### src/rtl/audio_mix_pkg.sv
// Shared definitions for the audio_mix_out mixer: FSM state encoding, a
// constant clog2 helper and the derived accumulator / shift widths.
package audio_mix_pkg;

    // Frame sequencer states
    localparam logic [2:0] StIdle  = 3'd0;
    localparam logic [2:0] StAccum = 3'd1;
    localparam logic [2:0] StSat   = 3'd2;
    localparam logic [2:0] StWait  = 3'd3;
    localparam logic [2:0] StWrite = 3'd4;

    // Ceiling log2, usable in constant expressions; clog2(1) = 0
    function automatic int unsigned clog2(input int unsigned value);
        int unsigned result;
        result = 0;
        while (result < 32 && (64'd1 << result) < 64'(value)) begin
            result++;
        end
        return result;
    endfunction

    // Accumulator width: product width plus enough headroom that the sum never wraps
    function automatic int unsigned acc_width(input int unsigned in_w, input int unsigned gain_w,
                                              input int unsigned num_ch);
        return in_w + gain_w + 1 + clog2(num_ch);
    endfunction

    // Left shift that aligns the full-scale product with the top of the DAC word
    function automatic int unsigned shift_amt(input int unsigned out_w, input int unsigned in_w,
                                              input int unsigned gain_w);
        return out_w - in_w - gain_w;
    endfunction

    // Values for the default configuration (4 voices, 16-bit in, 4-bit gain, 32-bit out)
    localparam int unsigned ACC_W = acc_width(16, 4, 4);
    localparam int unsigned SHIFT = shift_amt(32, 16, 4);

endpackage

### src/rtl/audio_mix_out_if.sv
// Bus between the voice sources / Audio_Controller and the audio_mix_out mixer.
// Optional macro AUDIO_MIX_PAN_EN adds per-channel left/right enables.
interface audio_mix_out_if #(
    parameter int unsigned NUM_CH = 4,
    parameter int unsigned IN_W   = 16,
    parameter int unsigned GAIN_W = 4,
    parameter int unsigned OUT_W  = 32
);
    logic [NUM_CH*IN_W-1:0]   ch_data;
    logic [NUM_CH*GAIN_W-1:0] ch_gain;
    logic [NUM_CH-1:0]        ch_mute;
`ifdef AUDIO_MIX_PAN_EN
    logic [NUM_CH-1:0]        ch_left_en;
    logic [NUM_CH-1:0]        ch_right_en;
`endif
    logic                     ovf_clr;
    logic                     audio_out_allowed;
    logic                     write_audio_out;
    logic [OUT_W-1:0]         left_channel_audio_out;
    logic [OUT_W-1:0]         right_channel_audio_out;
    logic                     busy;
    logic                     overflow;

    // Sources and DAC controller side
    modport master (
`ifdef AUDIO_MIX_PAN_EN
        output ch_left_en, ch_right_en,
`endif
        output ch_data, ch_gain, ch_mute, ovf_clr, audio_out_allowed,
        input  write_audio_out, left_channel_audio_out, right_channel_audio_out, busy, overflow
    );

    // Mixer side
    modport slave (
`ifdef AUDIO_MIX_PAN_EN
        input  ch_left_en, ch_right_en,
`endif
        input  ch_data, ch_gain, ch_mute, ovf_clr, audio_out_allowed,
        output write_audio_out, left_channel_audio_out, right_channel_audio_out, busy, overflow
    );
endinterface

### src/rtl/audio_mix_sat.sv
// Combinational shift-and-saturate from the mixer accumulator to the DAC word.
module audio_mix_sat #(
    parameter int unsigned ACC_W = 23,
    parameter int unsigned OUT_W = 32,
    parameter int unsigned SHIFT = 12
) (
    input  logic signed [ACC_W-1:0] i_acc,
    output logic [OUT_W-1:0]        o_value,
    output logic                    o_sat
);
    // The shifted value is kept at full width so the range check sees every bit
    localparam int unsigned EXT_W = ACC_W + SHIFT;
    localparam int unsigned TOP_W = EXT_W - OUT_W + 1;

    logic signed [EXT_W-1:0] w_ext;
    logic [TOP_W-1:0]        w_top;

    assign w_ext = EXT_W'(i_acc) <<< SHIFT;
    // Fits in OUT_W signed bits only if the sign bit and everything above agree
    assign w_top = w_ext[EXT_W-1:OUT_W-1];

    // Clamp to the most positive / most negative DAC word on overflow
    always_comb begin
        o_sat   = !((&w_top) || !(|w_top));
        o_value = w_ext[OUT_W-1:0];
        if (o_sat) begin
            o_value = w_ext[EXT_W-1] ? {1'b1, {(OUT_W-1){1'b0}}} : {1'b0, {(OUT_W-1){1'b1}}};
        end
    end
endmodule

### src/rtl/audio_mix_out.sv
// N-channel gain/mute mixer feeding the Audio_Controller DAC write port.
// One channel is accumulated per cycle; each frame is saturated and written once.
// Optional macro AUDIO_MIX_PAN_EN enables independent left/right accumulation.
module audio_mix_out
    import audio_mix_pkg::*;
#(
    parameter int unsigned NUM_CH = 4,
    parameter int unsigned IN_W   = 16,
    parameter int unsigned GAIN_W = 4,
    parameter int unsigned OUT_W  = 32
) (
    input logic            CLOCK_50,
    input logic            reset,
    audio_mix_out_if.slave io_bus
);
    localparam int unsigned ACC_WIDTH = acc_width(IN_W, GAIN_W, NUM_CH);
    localparam int unsigned SHIFT_AMT = shift_amt(OUT_W, IN_W, GAIN_W);
    localparam int unsigned PROD_W    = IN_W + GAIN_W + 1;
    localparam int unsigned IDX_W     = (NUM_CH > 1) ? clog2(NUM_CH) : 1;
    localparam logic [IDX_W-1:0] LAST_IDX = IDX_W'(NUM_CH - 1);

    logic [2:0]                  r_state;
    logic [2:0]                  w_state_next;
    logic [IDX_W-1:0]            r_idx;
    logic [NUM_CH*IN_W-1:0]      r_data;
    logic [NUM_CH*GAIN_W-1:0]    r_gain;
    logic [NUM_CH*GAIN_W-1:0]    w_eff_gain;
    logic signed [IN_W-1:0]      w_sample;
    logic [GAIN_W-1:0]           w_gain_sel;
    logic signed [PROD_W-1:0]    w_prod;
    logic signed [PROD_W-1:0]    w_prod_l;
    logic signed [ACC_WIDTH-1:0] r_acc_l;
    logic [OUT_W-1:0]            w_sat_left;
    logic [OUT_W-1:0]            w_sat_right;
    logic                        w_ovf_left;
    logic                        w_sat_any;
    logic [OUT_W-1:0]            r_left;
    logic [OUT_W-1:0]            r_right;
    logic                        r_ovf;

    // Frame sequencer next state
    always_comb begin
        w_state_next = r_state;
        case (r_state)
            StIdle:  w_state_next = StAccum;
            StAccum: if (r_idx == LAST_IDX) w_state_next = StSat;
            StSat:   w_state_next = StWait;
            StWait:  if (io_bus.audio_out_allowed) w_state_next = StWrite;
            StWrite: w_state_next = StIdle;
            default: w_state_next = StIdle;
        endcase
    end

    // State and channel index
    always_ff @(posedge CLOCK_50 or posedge reset) begin
        if (reset) begin
            r_state <= StIdle;
            r_idx   <= '0;
        end else begin
            r_state <= w_state_next;
            if (r_state == StAccum && r_idx != LAST_IDX) begin
                r_idx <= r_idx + 1'b1;
            end else begin
                r_idx <= '0;
            end
        end
    end

    // Mute folds into the gain at snapshot time, so ACCUM only sees effective gains
    always_comb begin
        w_eff_gain = '0;
        for (int k = 0; k < NUM_CH; k++) begin
            if (!io_bus.ch_mute[k]) begin
                w_eff_gain[k*GAIN_W +: GAIN_W] = io_bus.ch_gain[k*GAIN_W +: GAIN_W];
            end
        end
    end

    // Snapshot all frame inputs when leaving IDLE so the frame is coherent
    always_ff @(posedge CLOCK_50 or posedge reset) begin
        if (reset) begin
            r_data <= '0;
            r_gain <= '0;
        end else if (r_state == StIdle) begin
            r_data <= io_bus.ch_data;
            r_gain <= w_eff_gain;
        end
    end

    // Signed sample times zero-extended gain for the current channel
    assign w_sample   = r_data[r_idx*IN_W +: IN_W];
    assign w_gain_sel = r_gain[r_idx*GAIN_W +: GAIN_W];
    assign w_prod     = PROD_W'(w_sample) * PROD_W'($signed({1'b0, w_gain_sel}));

`ifdef AUDIO_MIX_PAN_EN
    logic [NUM_CH-1:0]           r_left_en;
    logic [NUM_CH-1:0]           r_right_en;
    logic signed [PROD_W-1:0]    w_prod_r;
    logic signed [ACC_WIDTH-1:0] r_acc_r;
    logic                        w_ovf_right;

    // Pan enables are part of the frame snapshot
    always_ff @(posedge CLOCK_50 or posedge reset) begin
        if (reset) begin
            r_left_en  <= '0;
            r_right_en <= '0;
        end else if (r_state == StIdle) begin
            r_left_en  <= io_bus.ch_left_en;
            r_right_en <= io_bus.ch_right_en;
        end
    end

    assign w_prod_l = r_left_en[r_idx]  ? w_prod : '0;
    assign w_prod_r = r_right_en[r_idx] ? w_prod : '0;

    // Right-side accumulator, cleared at the start of every frame
    always_ff @(posedge CLOCK_50 or posedge reset) begin
        if (reset) begin
            r_acc_r <= '0;
        end else if (r_state == StIdle) begin
            r_acc_r <= '0;
        end else if (r_state == StAccum) begin
            r_acc_r <= r_acc_r + ACC_WIDTH'(w_prod_r);
        end
    end

    audio_mix_sat #(
        .ACC_W (ACC_WIDTH),
        .OUT_W (OUT_W),
        .SHIFT (SHIFT_AMT)
    ) u_sat_right (
        .i_acc   (r_acc_r),
        .o_value (w_sat_right),
        .o_sat   (w_ovf_right)
    );

    assign w_sat_any = w_ovf_left | w_ovf_right;
`else
    assign w_prod_l    = w_prod;
    assign w_sat_right = w_sat_left;
    assign w_sat_any   = w_ovf_left;
`endif

    // Left (or mono) accumulator, cleared at the start of every frame
    always_ff @(posedge CLOCK_50 or posedge reset) begin
        if (reset) begin
            r_acc_l <= '0;
        end else if (r_state == StIdle) begin
            r_acc_l <= '0;
        end else if (r_state == StAccum) begin
            r_acc_l <= r_acc_l + ACC_WIDTH'(w_prod_l);
        end
    end

    audio_mix_sat #(
        .ACC_W (ACC_WIDTH),
        .OUT_W (OUT_W),
        .SHIFT (SHIFT_AMT)
    ) u_sat_left (
        .i_acc   (r_acc_l),
        .o_value (w_sat_left),
        .o_sat   (w_ovf_left)
    );

    // Output words load only in SAT and hold through WAIT and WRITE
    always_ff @(posedge CLOCK_50 or posedge reset) begin
        if (reset) begin
            r_left  <= '0;
            r_right <= '0;
        end else if (r_state == StSat) begin
            r_left  <= w_sat_left;
            r_right <= w_sat_right;
        end
    end

    // Sticky overflow; a saturation in the same cycle as a clear wins
    always_ff @(posedge CLOCK_50 or posedge reset) begin
        if (reset) begin
            r_ovf <= 1'b0;
        end else if (r_state == StSat && w_sat_any) begin
            r_ovf <= 1'b1;
        end else if (io_bus.ovf_clr) begin
            r_ovf <= 1'b0;
        end
    end

    assign io_bus.write_audio_out         = (r_state == StWrite);
    assign io_bus.busy                    = (r_state != StIdle);
    assign io_bus.overflow                = r_ovf;
    assign io_bus.left_channel_audio_out  = r_left;
    assign io_bus.right_channel_audio_out = r_right;
endmodule

### src/flat_wrapper.sv
// flat-port wrapper written by rule: the top's interface ports become plain ports
module audio_mix_out_flat import audio_mix_pkg::*;
#(
    parameter int unsigned NUM_CH = 4,
    parameter int unsigned IN_W   = 16,
    parameter int unsigned GAIN_W = 4,
    parameter int unsigned OUT_W  = 32
)
  (CLOCK_50, reset, io_bus_ch_data, io_bus_ch_gain, io_bus_ch_mute, io_bus_ovf_clr, io_bus_audio_out_allowed, io_bus_write_audio_out, io_bus_left_channel_audio_out, io_bus_right_channel_audio_out, io_bus_busy, io_bus_overflow);
  audio_mix_out_if #(.NUM_CH(NUM_CH), .IN_W(IN_W), .GAIN_W(GAIN_W), .OUT_W(OUT_W)) io_bus_i ();
  input logic CLOCK_50;
  input logic reset;
  input wire logic [$bits(io_bus_i.ch_data)-1:0] io_bus_ch_data;
  input wire logic [$bits(io_bus_i.ch_gain)-1:0] io_bus_ch_gain;
  input wire logic [$bits(io_bus_i.ch_mute)-1:0] io_bus_ch_mute;
  input wire logic [$bits(io_bus_i.ovf_clr)-1:0] io_bus_ovf_clr;
  input wire logic [$bits(io_bus_i.audio_out_allowed)-1:0] io_bus_audio_out_allowed;
  output wire logic [$bits(io_bus_i.write_audio_out)-1:0] io_bus_write_audio_out;
  output wire logic [$bits(io_bus_i.left_channel_audio_out)-1:0] io_bus_left_channel_audio_out;
  output wire logic [$bits(io_bus_i.right_channel_audio_out)-1:0] io_bus_right_channel_audio_out;
  output wire logic [$bits(io_bus_i.busy)-1:0] io_bus_busy;
  output wire logic [$bits(io_bus_i.overflow)-1:0] io_bus_overflow;
  assign io_bus_i.ch_data = io_bus_ch_data;
  assign io_bus_i.ch_gain = io_bus_ch_gain;
  assign io_bus_i.ch_mute = io_bus_ch_mute;
  assign io_bus_i.ovf_clr = io_bus_ovf_clr;
  assign io_bus_i.audio_out_allowed = io_bus_audio_out_allowed;
  assign io_bus_write_audio_out = io_bus_i.write_audio_out;
  assign io_bus_left_channel_audio_out = io_bus_i.left_channel_audio_out;
  assign io_bus_right_channel_audio_out = io_bus_i.right_channel_audio_out;
  assign io_bus_busy = io_bus_i.busy;
  assign io_bus_overflow = io_bus_i.overflow;
  audio_mix_out #(.NUM_CH(NUM_CH), .IN_W(IN_W), .GAIN_W(GAIN_W), .OUT_W(OUT_W)) u_core (.CLOCK_50(CLOCK_50), .reset(reset), .io_bus(io_bus_i));
endmodule
### config.mk
export PLATFORM = sky130hd
export DESIGN_NAME = audio_mix_out_flat
export DESIGN_NICKNAME = d
export VERILOG_FILES = /design/src/rtl/audio_mix_pkg.sv /design/src/rtl/audio_mix_out_if.sv /design/src/rtl/audio_mix_sat.sv /design/src/rtl/audio_mix_out.sv /design/src/flat_wrapper.sv
export SDC_FILE = /design/constraint.sdc
export NUM_CORES = 1
export LEC_CHECK = 0
export CAP_MARGIN = 25
export CELL_PAD_IN_SITES_DETAIL_PLACEMENT = 1
export CELL_PAD_IN_SITES_GLOBAL_PLACEMENT = 1
export CORE_MARGIN = 2
export CORE_UTILIZATION = 44
export CTS_BUF_LIST = sky130_fd_sc_hd__clkbuf_16
export DETAILED_ROUTE_END_ITERATION = 8
export GPL_TIMING_DRIVEN = 1
export PLACE_DENSITY = 0.9
export SLEW_MARGIN = 20
export SYNTH_ARGS = -nofsm -noshare
export SYNTH_HDL_FRONTEND = slang
export SYNTH_SLANG_ARGS = --single-unit
### constraint.sdc
create_clock -name CLOCK_50 -period 9.4 [get_ports CLOCK_50]
set_clock_uncertainty 0.05 [all_clocks]
set_input_delay 1.88 -clock CLOCK_50 [delete_from_list [all_inputs] [get_ports CLOCK_50]]
set_output_delay 1.88 -clock CLOCK_50 [all_outputs]
set_load 0.05 [all_outputs]
# After elaboration in Yosys (flattened, before gate mapping)
# Cells that the tools add are included.
# totals
reg_bits	141
input_bits	88
output_inout_bits	67
word_cells	46
# op_classes
n_addsub	2
multipliers	1
eq_ne	8
n_shift	2
muxes	14
reduce_logical	12
# ops
cell	n
2-to-1 mux 32 bit	2
variable part select 64 x 7 -> 16 bit	1
2-to-1 mux 23 bit	2
adder 23 x 21 -> 23 bit	1
multiplier 16 x 5 -> 21 bit	1
2-to-1 mux 4 bit	4
variable part select 16 x 5 -> 4 bit	1
case mux 3 bit (4 select lines)	1
equality test 3 x 2 -> 1 bit, second input constant	2
2-to-1 mux 3 bit	2
!= test 2 bit, second input constant	2
AND reduction 4 bit	1
nonzero test 2 bit	2
OR reduction 4 bit	1
equality test 3 x 1 -> 1 bit, second input constant	1
equality test 3 bit, second input constant	1
logical NOT 3 bit	1
nonzero test 3 bit	1
adder 2 x 1 -> 2 bit, second input constant	1
equality test 2 bit, second input constant	1
logical AND 1 bit	2
logical NOT 1 bit	2
2-to-1 mux 1 bit	2
2-to-1 mux 2 bit	1
other kinds (3)	3

# Depth between registers and ports, before layout
# Gate-level depths: netlist (run 1).
# logic_depth
ltp_word	6
depth_mapped	19
ltp_nobuf	16

# By module
# From an unflattened synthesis (run 1), not the netlist that was laid out.
# unflattened
hier_cells	923
hier_area_um2	9973.3
# by_module_without_submodules
mod	instances	cells_per_inst	area_per_inst_um2	seq_area_each_um2
audio_mix_out	1	838	9366.5	3528.4
audio_mix_sat	1	85	606.8	0.0

# Worst setup path after synthesis (run 1)
# Ideal clock, no wire load.
# synth_path
path_type	flip-flop to flip-flop
from	reg u_core.r_idx[1]
to	reg u_core.r_acc_l[19]
setup_ns	0.069
arrival_time_ns	4.771
required_time_ns	9.281
path_slack_ns	4.510
path_stages_with_launch	17
path_buffers	2
synth_period_minus_slack_ns	4.890
path_cell_list	dfrtp_1 buf_2 buf_2 mux4_2 and2_1 fa_1 fa_1 inv_1 fa_1 inv_1 ha_1 o211ai_1 o21ai_1 o31a_1 a41oi_2 or4_1 nand3_1
# synth_via
elab_chain_len	5
elab_cells_between_ends	6
classes_between	add/sub: 1; mul: 1; shift: 2; mux: 2
# synth_rtl
item	line_no	text
start, declared	audio_mix_out.sv:24	logic [IDX_W-1:0] r_idx;
start signal, assigned	audio_mix_out.sv:62	r_idx <= r_idx + 1'b1;
variable part select 64 x 7 -> 16 bit / variable part select 16 x 5 -> 4 bit (equally long branches)	audio_mix_out.sv:91, audio_mix_out.sv:92	
multiplier 16 x 5 -> 21 bit *	audio_mix_out.sv:93	assign w_prod = PROD_W'(w_sample) * PROD_W'($signed({1'b0, w_gain_sel}));
adder 23 x 21 -> 23 bit *	audio_mix_out.sv:151	r_acc_l <= r_acc_l + ACC_WIDTH'(w_prod_l);
2-to-1 mux 23 bit *	audio_mix_out.sv:150	end else if (r_state == StAccum) begin
2-to-1 mux 23 bit *	audio_mix_out.sv:148	end else if (r_state == StIdle) begin
end signal, assigned	audio_mix_out.sv:151	
end, declared	audio_mix_out.sv:32	logic signed [ACC_WIDTH-1:0] r_acc_l;
# Every way passes the cells marked *; elsewhere a longest branch is shown, timed or not. The select of a mux whose other input is x is not followed.
# A chain may end at the register's enable or synchronous reset.

# Final worst setup path (run 1)
# layout_path
from	reg u_core.r_idx[1]
to	reg u_core.r_acc_l[17]
# Same word-level chain as after synthesis.

==> impl_metrics.toml, run 1 <==
[outcome]
status = "complete, no violations"

[placed_design]
dp_hpwl_mm = 18.9
port_buffers = 154
gp_congestion = 0.860

[sta]
finalHoldViolCount = 0
worstMarginPinSlew_ns = 1.04
rsz0062_at_grt = "false"
slew_headroom_pct = 31.0
period_share_pct = 56.0
max_freq_ghz = 0.190
slew_viol_final = 0
setup_viol = 0
fin_setup_tns_ns = 0
min_period_ns = 5.27

[synth]
syn_inst = 1007
yosysWarnings = 0
syn_area_um2 = 9110
synth_nets = 1198
yosysSeqAreaShare_pct = 35.7
yosys_register_bits = 130
synth_ff_type = "dfrtp_1"
async_flop_share_pct = 100
yosys.cell_types.count = 50
synth_edf_count = 0
syn_area_per_cell_um2 = 9.05

[final_layout]
areaGrowthSynthToFinish_pct = 21.9
antenna_cells = 0
nets = 1292
drive_gt1_share_pct = 6.02

[detailed_routing]
vias = 7167
drtIter0Drc = 442
wl_per_cell_um = 17.7
routed_wl_mm = 24.4
dr.pass1.iters = 4
drc = 0
antenna_left = 0
viasPerCell = 5.18

[global_route]
antenna_found_initial = 0
overflow = 0
grt_max_degree = 81
grt_pass1_vias = 7801
grt_pass1_wl_mm = 40.3
grt_usage_pct = 23.6

[clock_tree]
numCtsBuffers = 17
cts_setup_buffers = 0
cts-root-buf = "clkbuf_16"
post_cts_resized = 0
clock_latency_ns = 0.43
path_clk_slew_ns = 0.07
cts_sinks = 130
clk_path_buf_depth = 2
tritoncts = "yes"
htreeDepth = 4
hold_buffers = 0

[setup_path]
crit_required_ns = 9.60
arrival_ns = 5.47
crit_slowest_cell = "mux4_2"
critPathKind = "reg2reg"
crit_top_cell = "fa_1"
critPathLaunchType = "flop"
reg2reg_depth = 15
endpoint_kind = "flop"
crit_path_cell_trace = "buf_4 > mux4_2 > and2_1 > fa_1 > inv_1 > fa_1 > fa_1 > inv_1 > ha_1 > a211oi_1 > o21ai_1 > o31a_1 > a41oi_2 > xor2_1 > o21ai_0"
crit_fanout = 21
max_stage_delay_ns = 0.71

[die]
start_util_pct = 44.9
row_count = 52
io_pins = 155
die_h_um = 148
fp.dieArea_um2 = 21900
coreArea_um2 = 20300
die_w_um = 148

[worst_hold_path]
hold_depth = 2
hold_class = "reg2reg"

[run]
max_cap_violations = 0
-- kinds of logic (layout without fill, tap and decap cells) --
logic type,Yosys count,after routing,share of synthesized area (%)
compound gates,129,129,8.36
xor+xnor,20,20,1.92
fa+ha+maj,103,103,18.8
buf+inv,195,301,9.97
flops,130,130,35.7
mux,22,22,5.19
simple gates,408,408,20.1
-- Yosys cell counts, drive strengths merged, types with 3 or more instances --
library cell / instances / share of area [%]
ha: 47 / 6.5
nand3: 4 / 0.22
nand2: 284 / 12
xnor2: 11 / 1.1
nor3: 3 / 0.16
a21oi: 25 / 1.4
o31ai: 6 / 0.49
mux4: 20 / 4.9
dfrtp: 130 / 36
clkbuf: 36 / 1.5
inv: 110 / 4.5
a31oi: 3 / 0.21
nand4: 8 / 0.55
and2: 63 / 4.3
a41oi: 3 / 0.37
a21o: 7 / 0.58
xor2: 9 / 0.86
o211ai: 3 / 0.25
nor3b: 3 / 0.25
fa: 56 / 12
nand2b: 3 / 0.21
o21ai: 67 / 3.7
nor2: 13 / 0.54
a211oi: 4 / 0.33
nand3b: 17 / 1.4
buf: 49 / 3.9
-- placed cells by master, fill, tap and decap left out, types with 5 or more instances in the layout --
cell type,count
nand2_1,284
clkdlybuf4s50_1,154
dfrtp_1,129
inv_1,108
o21ai_0,66
and2_1,62
fa_1,56
ha_1,47
a21oi_1,25
mux4_2,20
nand3b_1,17
clkbuf_16,17
nor2_1,12
xnor2_1,11
xor2_1,9
nand4_1,8
a21o_1,7
o31ai_1,6
buf_4,6
clkinv_4,5
-- layer usage --
metal	track usage, %	part of all wire (%)
met5	0	0
met4	7.10	1.7
met3	3.70	4.4
met2	41.7	50
met1	29.9	44
-- sequential cells by signal, summed over array words and instances (netlist names) --
name / count
u_core.io_bus.left_channel_audio_out: 21
u_core.io_bus.overflow: 1
u_core.r_acc_l: 23
u_core.r_data: 64
u_core.r_gain: 16
u_core.r_idx: 2
u_core.r_state: 3
-- area by class of cell --
class | count | area, µm²
inverters | 110 | 415
flip-flops and latches | 130 | 3250
fillers | 2292 | 9190
clock inverters | 14 | 134
repair buffers | 160 | 1590
well taps | 270 | 338
clock buffers | 17 | 425
multi-input cells | 682 | 4960
-- worst paths after layout --
check	slack [ns]	endpoint	start
max	4.13	u_core.r_acc_l[17]	u_core.r_idx[1]
min	0.43	u_core.r_data[53]	u_core.r_data[53]
max reg2reg	4.13	u_core.r_acc_l[17]	u_core.r_idx[1]
min reg2reg	0.43	u_core.r_data[53]	u_core.r_data[53]
max in group asynchronous	6.04	u_core.r_idx[0]	reset
min in group asynchronous	1.90	u_core.r_data[0]	reset
-- worst max-delay path: cells and delay by family (launching register included) --
| kind | cells | cell delay, ns |
|---|---|---|
| compound gates | 5 | 1.35 |
| xor+xnor | 1 | 0.17 |
| fa+ha+maj | 4 | 1.79 |
| buf+inv | 3 | 0.44 |
| flops | 1 | 0.33 |
| mux | 1 | 0.71 |
| simple gates | 1 | 0.22 |
-- metrics by stage --
step                utilization (%)  worst slack, ns  std cells  hold slack (ns)  cell area, µm²
finish                         54.8             4.13       1383            0.429           11100
global route                   54.8             3.84       1383            0.453           11100
CTS                            54.7             3.79       1383            0.428           11100
detailed placement             52.0             3.79       1352            0.411           10600
global placement               52.0             4.02       1352            0.397           10600
floorplan                         -             4.00       1007            0.383            9110
Power of run 1 is not shown: default switching activity piles up to over one toggle a cycle in this logic, so the estimate is an artifact.
==> inputs of run 2 (changes only) <==
Settings changed: CORE_UTILIZATION 44 to 37, PLACE_DENSITY 0.9 to 0.81.
Clock period 9.4 ns to 4.55 ns, I/O delays scaled along.
==> run 2 against run 1 <==
  * Via count increased by 11%
  * Utilization decreased by 2.3 points
  * The flow now finishes with violations (setup timing)
  * Cell area increased by 14%
  * Cell count increased by 11%
  * Clock-buffer cell count unchanged
  * Flip-flop and latch count unchanged
  * First-iteration DRC count increased by 2.5%
  * Register-to-register slack got worse by 4.5 ns
  * Worst setup slack got worse by 4.5 ns
  * Global-route usage decreased by 1.1 points
  * Maximum frequency increased by 7.9%
  * Hold slack got worse by 0.0027 ns
==> impl_metrics.toml, run 2 (synthesis results as in run 1) <==
[outcome]
status = "finished, violations left"
violations = "setup timing"

[die]
die_w_um = 161
die_h_um = 161
start_util_pct = 37.6
fp.dieArea_um2 = 25900
coreArea_um2 = 24200
io_pins = 155
row_count = 57

[final_layout]
top_register = "u_core.r_data"
antenna_cells = 0
drive_gt1_share_pct = 21.8
final_common_cell = "nand2_1"
n_fill_cell = 2698
nets = 1388
largest_register_ffs = 64
final_cell_mix = "nand2_1 (283), clkdlybuf4s50_1 (154), dfrtp_1 (128)"
layoutNonFillerInstCount = 1532
areaGrowthSynthToFinish_pct = 39.5

[setup_path]
crit_fanout = 7
critPathLaunchType = "flop"
r2r_slack_ns = -0.33
rr_startpoint = "u_core.r_idx[1]"
r2r-end = "u_core.r_acc_l[20]"
critPathKind = "reg2reg"
arrival_ns = 5.16
endpoint_kind = "flop"
crit_required_ns = 4.83
reg2reg_depth = 18

[sta]
slew_headroom_pct = 38.3
worstMarginPinSlew_ns = 0.922
setup_viol = 15
slew_viol_final = 0
rsz0062_at_grt = "true"
setup_ws_ns = -0.330
min_period_ns = 4.88
period_share_pct = 107
max_freq_ghz = 0.205
finalHoldViolCount = 0

[clock_tree]
cts_sinks = 130
hold_buffers = 0
htreeDepth = 4
clock_latency_ns = 0.42
path_clk_slew_ns = 0.06
clk_path_buf_depth = 2
tritoncts = "yes"
cts-root-buf = "clkbuf_16"
numCtsBuffers = 17

[detailed_routing]
antenna_left = 0
dr.pass1.iters = 5
wl_per_cell_um = 20.4
drtIter0Drc = 453
routed_wl_mm = 31.2
drc = 0
viasPerCell = 5.18
vias = 7943

[placed_design]
dp_hpwl_mm = 19.0
port_buffers = 154
gp_congestion = 0.838
dp_cells = 1458

[worst_hold_path]
hold_class = "reg2reg"
hold_depth = 2
worstHoldStart = "u_core.r_data[63]"
hold_end = "u_core.r_data[63]"

[global_route]
antenna_found_initial = 0
overflow = 0
grt_pass1_vias = 8504
grt_max_degree = 82
grt_usage_pct = 22.5
grt_pass1_wl_mm = 45.2

[run]
max_cap_violations = 0
-- run 2: changes by cell type in the layout (fill, tap and decap cells not counted), moves of 12 or more --
| cell | delta |
|---|---|
| o21ai_1 | +12 |
| buf_6 | +27 |
| ha_1 | -19 |
| and2_1 | -26 |
| and2_4 | +27 |
| o21ai_0 | -20 |
| inv_2 | +15 |
| ha_4 | +19 |
| buf_4 | +61 |
| inv_1 | -15 |
-- run 2: through the flow --
step | hold WS, ns | setup TNS, ns | area (µm²) | worst slack [ns] | utilization, %
after floorplan | 0.383 | 0 | 9230 | 0.0000164 | -
after global placement | 0.400 | -0.662 | 11100 | -0.128 | 45.8
after detailed placement | 0.412 | -2.50 | 11100 | -0.291 | 45.8
after CTS | 0.429 | -0.900 | 12200 | -0.191 | 50.3
after global routing | 0.459 | -4.46 | 12700 | -0.479 | 52.5
final | 0.426 | -3.33 | 12700 | -0.330 | 52.5
-- run 2: area by class of cell --
type | instances | area (µm²) | share of cell area, %
repair buffers | 255 | 2470 | 19.4
clock buffers | 17 | 425 | 3.34
inverters | 110 | 415 | 3.27
multi-input cells | 683 | 5610 | 44.1
well taps | 324 | 405 | 3.19
flip-flops and latches | 130 | 3260 | 25.6
clock inverters | 13 | 136 | 1.07
-- run 2: layer usage --
| metal | global-route usage (%) | vias up | part of all wire, % |
|---|---|---|---|
| met5 | 0 | - | 0 |
| met3 | 4.36 | 86 | 5.1 |
| li1 | - | 3571 | - |
| met4 | 9.33 | 0 | 4.1 |
| met1 | 27.7 | 3971 | 40 |
| met2 | 38.6 | 315 | 51 |
-- run 2: worst max path at each step --
stage / start / end / slack, ns / cells past startpoint
after floorplan: u_core.r_idx[1] / u_core.r_acc_l[19] / 0.00002 / 16
after global placement: u_core.r_idx[1] / u_core.r_acc_l[17] / -0.13 / 14
after detailed placement: u_core.r_idx[1] / u_core.r_acc_l[17] / -0.29 / 14
after CTS: u_core.r_idx[1] / u_core.r_acc_l[19] / -0.19 / 16
after global routing: u_core.r_idx[1] / u_core.r_acc_l[20] / -0.48 / 16
final: u_core.r_idx[1] / u_core.r_acc_l[20] / -0.33 / 18
-- run 2: what timing repair did --
item	CTS	global route
resized for setup	75	91
setup buffers	19	27
pin swaps	46	78
endpoints found under the setup margin	15	15
cloned	2	1
-- run 2: worst max-delay path: stages (launching register included) --
cell	delay, ns
dfrtp_2	0.44
buf_12	0.14
buf_6	0.11
mux4_2	0.63
buf_6	0.19
buf_4	0.13
and2_1	0.15
ha_1	0.30
fa_1	0.50
inv_1	0.05
fa_1	0.47
inv_1	0.07
ha_4	0.26
a21o_1	0.21
a31oi_1	0.39
a211oi_2	0.14
a31oi_1	0.20
xor2_1	0.11
o31ai_1	0.24
Power of run 2 is left out for the same reason.
==> inputs of run 3 (changes only) <==
Settings changed: GPL_TIMING_DRIVEN 1 to 0, PLACE_DENSITY 0.81 to 0.79.
==> run 3 against run 2 <==
  * The flow still finishes with violations (setup timing)
  * Maximum frequency shrank 0.87%
  * Cell count grew 1.6%
  * Utilization shrank 0.65 points
  * Flip-flop and latch count is the same
  * Routed wire length shrank 2.6%
  * Sequential share of layout area grew 0.32 points
  * Via count shrank 0.98%
==> impl_metrics.toml, run 3 (synthesis results as in run 1) <==
[placed_design]
dp_cells = 1487
place_area_um2 = 11200
gp_congestion = 0.819
dp_hpwl_mm = 20.7
port_buffers = 154

[global_route]
overflow = 0
grtUsageMet1_pct = 27.8
grt_use_met3_pct = 4.08
antenna_found_initial = 0
grt_max_degree = 83
grt-busiest-layer = "met2"
met2_usage_pct = 40.2
grt_usage_pct = 22.7
grt_pass1_vias = 8660
grt_pass1_wl_mm = 45.8

[setup_path]
endpoint_kind = "flop"
critPathKind = "reg2reg"
max_stage_delay_ns = 0.51
crit_top_cell = "fa_1"
reg2reg_depth = 17
crit_path_cell_trace = "buf_12 > buf_4 > buf_4 > mux4_2 > and2_4 > fa_1 > fa_1 > inv_1 > fa_1 > inv_1 > ha_4 > o21ai_0 > nand2b_1 > o31a_1 > a41oi_4 > a2111o_1 > nand3_2"
cp-endpoint = "u_core.r_acc_l[21]"
rr_startpoint = "u_core.r_idx[1]"
arrival_ns = 5.25
crit_fanout = 6
r2r-end = "u_core.r_acc_l[21]"
crit_slowest_cell = "fa_1"
crit_start = "u_core.r_idx[1]"
r2r_slack_ns = -0.37
critPathLaunchType = "flop"
crit_required_ns = 4.87

[final_layout]
top_register = "u_core.r_data"
areaGrowthSynthToFinish_pct = 37.8
largest_register_ffs = 64
final_common_cell = "nand2_1"
final_cell_mix = "nand2_1 (281), clkdlybuf4s50_1 (154), dfrtp_1 (128)"
antenna_cells = 0
multiInputGateArea_um2 = 5440
seq_area_um2 = 3260
nets = 1410
final_cell_area_um2 = 12600
drive_gt1_share_pct = 18.7
layoutNonFillerInstCount = 1556
n_fill_cell = 2750

[detailed_routing]
drc = 0
vias = 7865
dr.pass1.iters = 7
drtIter0Drc = 451
routed_wl_mm = 30.4
antenna_left = 0
viasPerCell = 5.05
wl_per_cell_um = 19.6

[clock_tree]
clock_latency_ns = 0.44
hold_buffers = 0
cts_sinks = 130
cts-root-buf = "clkbuf_16"
clk_path_buf_depth = 2
path_clk_slew_ns = 0.07
numCtsBuffers = 17
htreeDepth = 4
tritoncts = "yes"

[sta]
rsz0062_at_grt = "true"
max_freq_ghz = 0.203
period_share_pct = 108
setup_viol = 14
slew_headroom_pct = 52.9
min_period_ns = 4.92
worstMarginPinSlew_ns = 0.707
finalHoldViolCount = 0
slew_viol_final = 0
setup_ws_ns = -0.373

[die]
fp.dieArea_um2 = 25900
die_h_um = 161
die_w_um = 161
row_count = 57
coreArea_um2 = 24200
start_util_pct = 37.6
io_pins = 155

[outcome]
violations = "setup timing"
status = "finished, violations left"

[worst_hold_path]
hold_class = "reg2reg"

[run]
max_cap_violations = 0
==> run 3: changes by cell type in the layout (fill, tap and decap cells not counted), sizes merged <==
cell,before,now
mux4,21,20
buf,101,91
inv,113,122
clkinvlp,2,0
clkbuf,17,50
clkinv,6,3
bufinv,2,0
==> run 3: cell type report <==
type | count | area share (%)
Buffer | 83 | 4.47
Inverter | 110 | 3.35
Timing Repair Buffer | 195 | 15.2
Multi-Input combinational cell | 682 | 43.3
Tap cell | 324 | 3.23
Clock buffer | 17 | 3.39
Sequential cell | 130 | 25.9
Clock inverter | 15 | 1.20
==> run 3: worst max-delay path, delay by kind of cell (launching register included) <==
kind                     cells  cell delay, ns
AND/OR/NAND/NOR              3            0.38
AO/OA/AOI/OAI                4            1.16
buffers and inverters        5            0.56
multiplexers                 1            0.49
adder cells (fa/ha/maj)      4            1.78
flip-flops                   1            0.44
==> run 3: what timing repair did <==
item                                    in CTS  in global routing
setup buffers                               28                 12
cloned                                       0                  0
pin swaps                                   32                 45
endpoints found under the setup margin      15                 15
gates resized for setup                     68                 58
==> run 3: per-stage QoR <==
stage	utilization [%]	setup WS (ns)	setup TNS [ns]	hold slack, ns
finish	51.8	-0.373	-2.92	0.420
CTS	50.6	-0.241	-1.68	0.423
global route	51.8	-0.444	-4.48	0.453
global placement	46.1	-1.82	-240.10	0.396
floorplan	-	0.0000164	0	0.383
detailed placement	46.3	-0.672	-6.80	0.406
==> run 3: worst min-delay path by stage <==
stage | startpoint | to | slack (ns) | depth (start not counted)
3_5_place_dp | u_core.r_gain[12] | u_core.r_gain[12] | 0.41 | 2
4_1_cts | u_core.r_gain[12] | u_core.r_gain[12] | 0.42 | 2
2_1_floorplan | u_core.r_gain[4] | u_core.r_gain[4] | 0.38 | 2
3_3_place_gp | u_core.r_gain[2] | u_core.r_gain[2] | 0.40 | 2
6_report | u_core.r_gain[4] | u_core.r_gain[4] | 0.42 | 2
5_1_grt | u_core.r_data[27] | u_core.r_data[27] | 0.45 | 2
==> run 3: routing by layer <==
layer	routed length (µm)	vias up
met5	0	-
met4	996	0
met3	1440	65
met2	15700	269
met1	12300	3910
li1	-	3621
Power of run 3 is left out for the same reason.
